`config.mk`:
```
export PLATFORM = sky130hd
export DESIGN_NAME = mul_ctrl
export DESIGN_NICKNAME = d
export VERILOG_FILES = /design/src/rtl/mul_ctrl.sv
export SDC_FILE = /design/constraint.sdc
export NUM_CORES = 1
export LEC_CHECK = 0
export CAP_MARGIN = 10
export CORE_AREA = 2 2 183 185
export DETAILED_ROUTE_END_ITERATION = 8
export DIE_AREA = 0 0 185 187
export GPL_ROUTABILITY_DRIVEN = 0
export MAX_ROUTING_LAYER = met4
export PLACE_DENSITY_LB_ADDON = 0.12
export SLEW_MARGIN = 15
export SYNTH_ARGS = -nofsm -noshare
export SYNTH_HDL_FRONTEND = slang
export SYNTH_SLANG_ARGS = --single-unit
```
`constraint.sdc`:
```
create_clock -name clock -period 2.6 [get_ports clock]
set_input_delay 0.52 -clock clock [delete_from_list [all_inputs] [get_ports clock]]
set_output_delay 0.52 -clock clock [all_outputs]
set_load 0.02 [all_outputs]
```
`src/rtl/mul_ctrl.sv`:
```
// Sequencing controller for the radix-4 Booth / Wallace-tree RV64M multiplier:
// accepts one request, extends operands to 66 bits, launches the datapath, waits out its latency, returns the result.
module mul_ctrl #(
  parameter int unsigned LATENCY = 3
) (
  input  logic         clock,
  input  logic         reset,
  input  logic         io_in_valid,
  output logic         io_in_ready,
  input  logic [2:0]   io_in_op,
  input  logic [63:0]  io_in_src1,
  input  logic [63:0]  io_in_src2,
  input  logic         io_flush,
  output logic         io_dp_valid,
  output logic [65:0]  io_dp_src1,
  output logic [65:0]  io_dp_src2,
  input  logic [131:0] io_dp_res,
  output logic         io_out_valid,
  input  logic         io_out_ready,
  output logic [63:0]  io_out_result,
  output logic         io_busy
);

  localparam logic [3:0] LAT_CNT = 4'(LATENCY);

  localparam logic [2:0] OP_MUL    = 3'd0;
  localparam logic [2:0] OP_MULH   = 3'd1;
  localparam logic [2:0] OP_MULHSU = 3'd2;
  localparam logic [2:0] OP_MULHU  = 3'd3;
  localparam logic [2:0] OP_MULW   = 3'd4;

  typedef enum logic [1:0] {
    IDLE   = 2'd0,
    LAUNCH = 2'd1,
    CALC   = 2'd2,
    DONE   = 2'd3
  } state_t;

  state_t      state;
  state_t      state_nxt;
  logic [3:0]  cnt;
  logic [3:0]  cnt_nxt;
  logic [2:0]  op;
  logic        accept;
  logic        capture;
  logic        src1_signed;
  logic        src2_signed;
  logic        is_word;
  logic        unused_res_hi;

  // Extend a 64-bit source to the 66-bit Booth operand width.
  function automatic logic [65:0] extend_operand(input logic [63:0] v,
                                                 input logic        sgn,
                                                 input logic        word);
    logic [65:0] r;
    if (word) begin
      r = {{34{v[31]}}, v[31:0]};
    end else if (sgn) begin
      r = {{2{v[63]}}, v};
    end else begin
      r = {2'b00, v};
    end
    return r;
  endfunction

  function automatic logic [63:0] select_result(input logic [2:0]   o,
                                                input logic [127:0] r);
    logic [63:0] s;
    case (o)
      OP_MULH, OP_MULHSU, OP_MULHU: s = r[127:64];
      OP_MULW:                      s = {{32{r[31]}}, r[31:0]};
      default:                      s = r[63:0];
    endcase
    return s;
  endfunction

  // Bits above the 128-bit product carry no information.
  assign unused_res_hi = ^io_dp_res[131:128];

  // Handshake and status decode; a flush blocks acceptance and kills a pending launch strobe.
  always_comb begin
    io_in_ready  = ~io_flush & ((state == IDLE) | ((state == DONE) & io_out_ready));
    accept       = io_in_valid & io_in_ready;
    io_dp_valid  = (state == LAUNCH) & ~io_flush;
    io_out_valid = (state == DONE);
    io_busy      = (state != IDLE);
    capture      = (state == CALC) & (cnt == LAT_CNT) & ~io_flush;
  end

  // Operand signedness decode; opcodes 5-7 fall through to plain MUL.
  always_comb begin
    src1_signed = 1'b0;
    src2_signed = 1'b0;
    is_word     = 1'b0;
    case (io_in_op)
      OP_MULH: begin
        src1_signed = 1'b1;
        src2_signed = 1'b1;
      end
      OP_MULHSU: src1_signed = 1'b1;
      OP_MULW:   is_word     = 1'b1;
      default: begin
        src1_signed = 1'b0;
        src2_signed = 1'b0;
      end
    endcase
  end

  // Next-state and latency counter.
  // LATENCY==1 still takes one CALC cycle so the product is sampled at launch+LATENCY.
  always_comb begin
    state_nxt = state;
    cnt_nxt   = 4'd0;
    case (state)
      IDLE: begin
        if (accept) begin
          state_nxt = LAUNCH;
        end else begin
          state_nxt = IDLE;
        end
      end
      LAUNCH: begin
        state_nxt = CALC;
        cnt_nxt   = 4'd1;
      end
      CALC: begin
        if (cnt == LAT_CNT) begin
          state_nxt = DONE;
          cnt_nxt   = 4'd0;
        end else begin
          state_nxt = CALC;
          cnt_nxt   = cnt + 4'd1;
        end
      end
      DONE: begin
        if (io_out_ready) begin
          if (accept) begin
            state_nxt = LAUNCH;
          end else begin
            state_nxt = IDLE;
          end
        end else begin
          state_nxt = DONE;
        end
      end
      default: begin
        state_nxt = IDLE;
        cnt_nxt   = 4'd0;
      end
    endcase
    if (io_flush) begin
      state_nxt = IDLE;
      cnt_nxt   = 4'd0;
    end else begin
      cnt_nxt = cnt_nxt;
    end
  end

  // State register and latency counter.
  always_ff @(posedge clock) begin
    if (reset) begin
      state <= IDLE;
      cnt   <= 4'd0;
    end else begin
      state <= state_nxt;
      cnt   <= cnt_nxt;
    end
  end

  // Opcode and extended operands; held from launch until the next accept.
  always_ff @(posedge clock) begin
    if (reset) begin
      op         <= 3'd0;
      io_dp_src1 <= 66'd0;
      io_dp_src2 <= 66'd0;
    end else if (accept) begin
      op         <= io_in_op;
      io_dp_src1 <= extend_operand(io_in_src1, src1_signed, is_word);
      io_dp_src2 <= extend_operand(io_in_src2, src2_signed, is_word);
    end else begin
      op <= op;
    end
  end

  // Result register; the datapath bus is only trusted in the capture cycle.
  always_ff @(posedge clock) begin
    if (reset) begin
      io_out_result <= 64'd0;
    end else if (capture) begin
      io_out_result <= select_result(op, io_dp_res[127:0]);
    end else begin
      io_out_result <= io_out_result;
    end
  end

endmodule
```
==> run_results.csv <==
group,metric,value,unit
outcome,status,"finished, final reports clean",
sta,skew,0.006256,ns
sta,tns,0,ns
global_route,grt_max_degree,70,
cts,cts_tree,"yes",
layout,nets,1712,
worst_setup_path,required,2.08,ns
route,ant_nets,0,
placed_design,place_hpwl,24840,um
synth,yosysWarnings,0,
worst_setup_path,crit_cells,2,
sta,hold_violations,0,
layout,drive_above_1_share,0.1013,
global_route,grtUsageTotal,0.2100,
placed_design,dp.cells,1859,
global_route,grt_pass1_wl,56260,um
pwr,switching_power,2.185,mW
sta,maxSlewViolCount,0,
cts,cts_max_level,1,
route,drt-initial-drc-count,420,
floorplanning,dieHeight,187,um
worst_setup_path,reg2reg_depth,6,
sta,max_slew_margin,0.5460,
worst_setup_path,crit_path_end_kind,"primary output",
floorplanning,initial_utilization,0.2838,
worst_hold_path,holdPathStages,2,
route,vias_per_cell,5.096,
route,routed_wirelength,36870,um
worst_setup_path,path_cells,"ha_2 -> clkdlybuf4s50_1",
worst_setup_path,worstSetupStartpointType,"register",
pwr,sw_frac_of_total,0.2703,
floorplanning,die_area,34600,sq um
global_route,grt_remaining_overflow,0,
pwr,clkPwrFrac,0.392,
route,wire_per_inst,19.37,um
layout,stdcell_count,1904,
worst_hold_path,hp-start,"io_dp_src2[6]",
worst_setup_path,crit_fanout,5,
layout,final_cell_mix,"clkdlybuf4s50_1, dfxtp_1, a21oi_1, nand3_1, o21ai_0",
worst_setup_path,timing.rr.start,"state[0]",
floorplanning,io-pin-count,468,
synth,synth_top_cell_by_area,"dfxtp_1",
synth,syn_area,9325,sq um
pwr,ir_drop,394.8,uV
placed_design,io_buffers,463,
sta,hold-worst-slack,0.4709,ns
sta,rsz0062_at_grt,"false",
pwr,p_per_area,533.3,nW/um^2
cts,clk_path_buf_depth,3,
floorplanning,fp.dieW,185,um
synth,synth_cell_types,40,
worst_setup_path,crit_buf_inv,1,
global_route,antenna_found_initial,5,
pwr,intPower,5.897,mW
synth,mappedNetlistNets,1320,
pwr,p_leak,5.277,nW
cts,clk_pin_slew,0.06,ns
worst_hold_path,holdPathEnd,"io_dp_src2[6]",
synth,syn_avg_cell_area,8.915,sq um
cts,cts_made_buffers,25,
sta,timing.final.crit_period,2.360,ns
sta,fmax,0.4237,GHz
sta,setup_viol,0,
synth,yosysSeqAreaShare,0.4358,
global_route,grt_pass1_vias,9773,
worst_setup_path,r2r_slack,0.51,ns
route,vias,9703,
sta,tightest_slew,0.6809,ns
synth,syn_inst,1046,
run,drv_cap,0,
cts,clock_sinks,203,
floorplanning,core_area,32860,sq um
pwr,seqPwrFrac,0.408,
synth,yosys.area.top_type_share,0.4358,
sta,post-route-period-util,0.9078,
synth,synth_seq_cells,203,
route,dr.pass1.iters,5,
route,detail_route.drc_violations,0,
cts,cts-root-buf,"clkbuf_16",
worst_setup_path,r2r-end,"state[0]",
worst_setup_path,crit_slowest_cell,"clkdlybuf4s50_1",
synth,synthTopCellsByArea,"dfxtp_1, a21oi_1, a211oi_2",
layout,final_common_cell,"clkdlybuf4s50_1",
worst_setup_path,worst_path_dominant_cell_family,"buffers and inverters",
layout,syn2layout_area_growth,62.51,%
pwr,power_frac_comb,0.200,
worst_hold_path,hp-class,"register to register",
worst_setup_path,slowest_delay,0.66,ns
cts,clkLatencyLatePin,0.51,ns
worst_setup_path,crit_type,"register to primary output",
worst_setup_path,crit_arrival,1.84,ns
floorplanning,placementRows,67,
cts,cts_hold_buf,0,
## cell usage after synthesis
cell type / number
nor4_1: 1
a31oi_1: 65
o211a_4: 2
or3b_4: 1
inv_2: 1
o21bai_1: 1
a211oi_2: 60
dfxtp_1: 203
buf_4: 11
nand2_1: 67
or2_2: 2
buf_6: 6
nor4b_1: 32
nor4bb_1: 1
nor3_1: 1
nor2_2: 1
buf_2: 42
and4bb_2: 1
nor2_1: 5
or3b_2: 1
inv_1: 8
clkbuf_1: 75
xor2_1: 2
a21oi_1: 200
o211a_1: 1
xnor2_1: 1
o21ai_0: 68
o32ai_1: 1
nand2b_1: 2
nand3b_1: 3
nor2b_1: 2
ha_1: 6
nand4bb_1: 1
or3_1: 1
mux2i_1: 32
a211o_1: 1
a21o_1: 1
a211oi_1: 36
a311oi_1: 33
nand3_1: 68
## flip-flops by register name (all words and copies together) (netlist names)
name           cells
io_out_result     64
cnt                4
op                 3
state              2
io_dp_src2        65
io_dp_src1        65
## worst min-delay path, cell delays in order, from the launching register on
cell and delay, ns:
dfxtp_1 0.30, o21ai_0 0.06, a21oi_1 0.06
## power by group through the flow
stage / clock, mW / sequential (mW) / combinational [mW]
floorplan: 0 / 3.51 / 0.634
CTS: 3.28 / 3.30 / 1.63
global route: 3.41 / 3.31 / 1.73
finish: 3.17 / 3.30 / 1.61
detailed placement: 0 / 3.37 / 1.62
global placement: 0 / 3.36 / 1.61
## worst max path at each step
stage,from,endpoint
2_1_floorplan,state[1],io_in_ready
3_3_place_gp,io_out_ready,io_in_ready
3_5_place_dp,io_out_ready,io_in_ready
4_1_cts,state[0],io_in_ready
5_1_grt,state[0],io_out_valid
6_report,state[0],io_out_valid
## cell type report
class / count / area [sq um]
fillers: 3224 / 17710
repair buffers: 499 / 5116
multi-input cells: 700 / 4648
flip-flops and latches: 203 / 4065
clock buffers: 35 / 693.2
well taps: 448 / 560.5
inverters: 9 / 33.78
clock inverters: 5 / 25.02
diodes: 5 / 12.51
## per-stage QoR
stage	worst slack, ns	total power, mW	utilization	area, sq um
after floorplan	0.6938	4.139	-	9325
after global placement	0.1922	4.977	0.4386	14410
after detailed placement	0.2165	4.989	0.4386	14410
after CTS	0.0006548	8.211	0.4605	15130
after global routing	0.1509	8.447	0.4612	15150
final	0.2398	8.082	0.4612	15150
## kinds of logic after synthesis
| family | Yosys count | share of synthesized area |
|---|---|---|
| flip-flops | 203 | 0.4358 |
| multiplexers | 32 | 0.03435 |
| AND/OR/NAND/NOR | 190 | 0.1103 |
| adder cells (fa/ha/maj) | 6 | 0.008050 |
| AO/OA/AOI/OAI | 469 | 0.3362 |
| buffers and inverters | 143 | 0.07245 |
| XOR/XNOR | 3 | 0.002818 |
## repair_timing
item / CTS / global route
gates resized for setup: 0 / 4
setup endpoints to repair: 0 / 3
buffers inserted: 0 / 0
## layer usage
metal | GRT usage | up-vias | share of wire
li1 | - | 4719 | -
met1 | 0.2403 | 4578 | 0.40
met2 | 0.3470 | 346 | 0.48
met3 | 0.06600 | 60 | 0.089
met4 | 0.06899 | 0 | 0.030
met5 | - | - | 0
No activity file was read; power rests on OpenSTA's default activity.
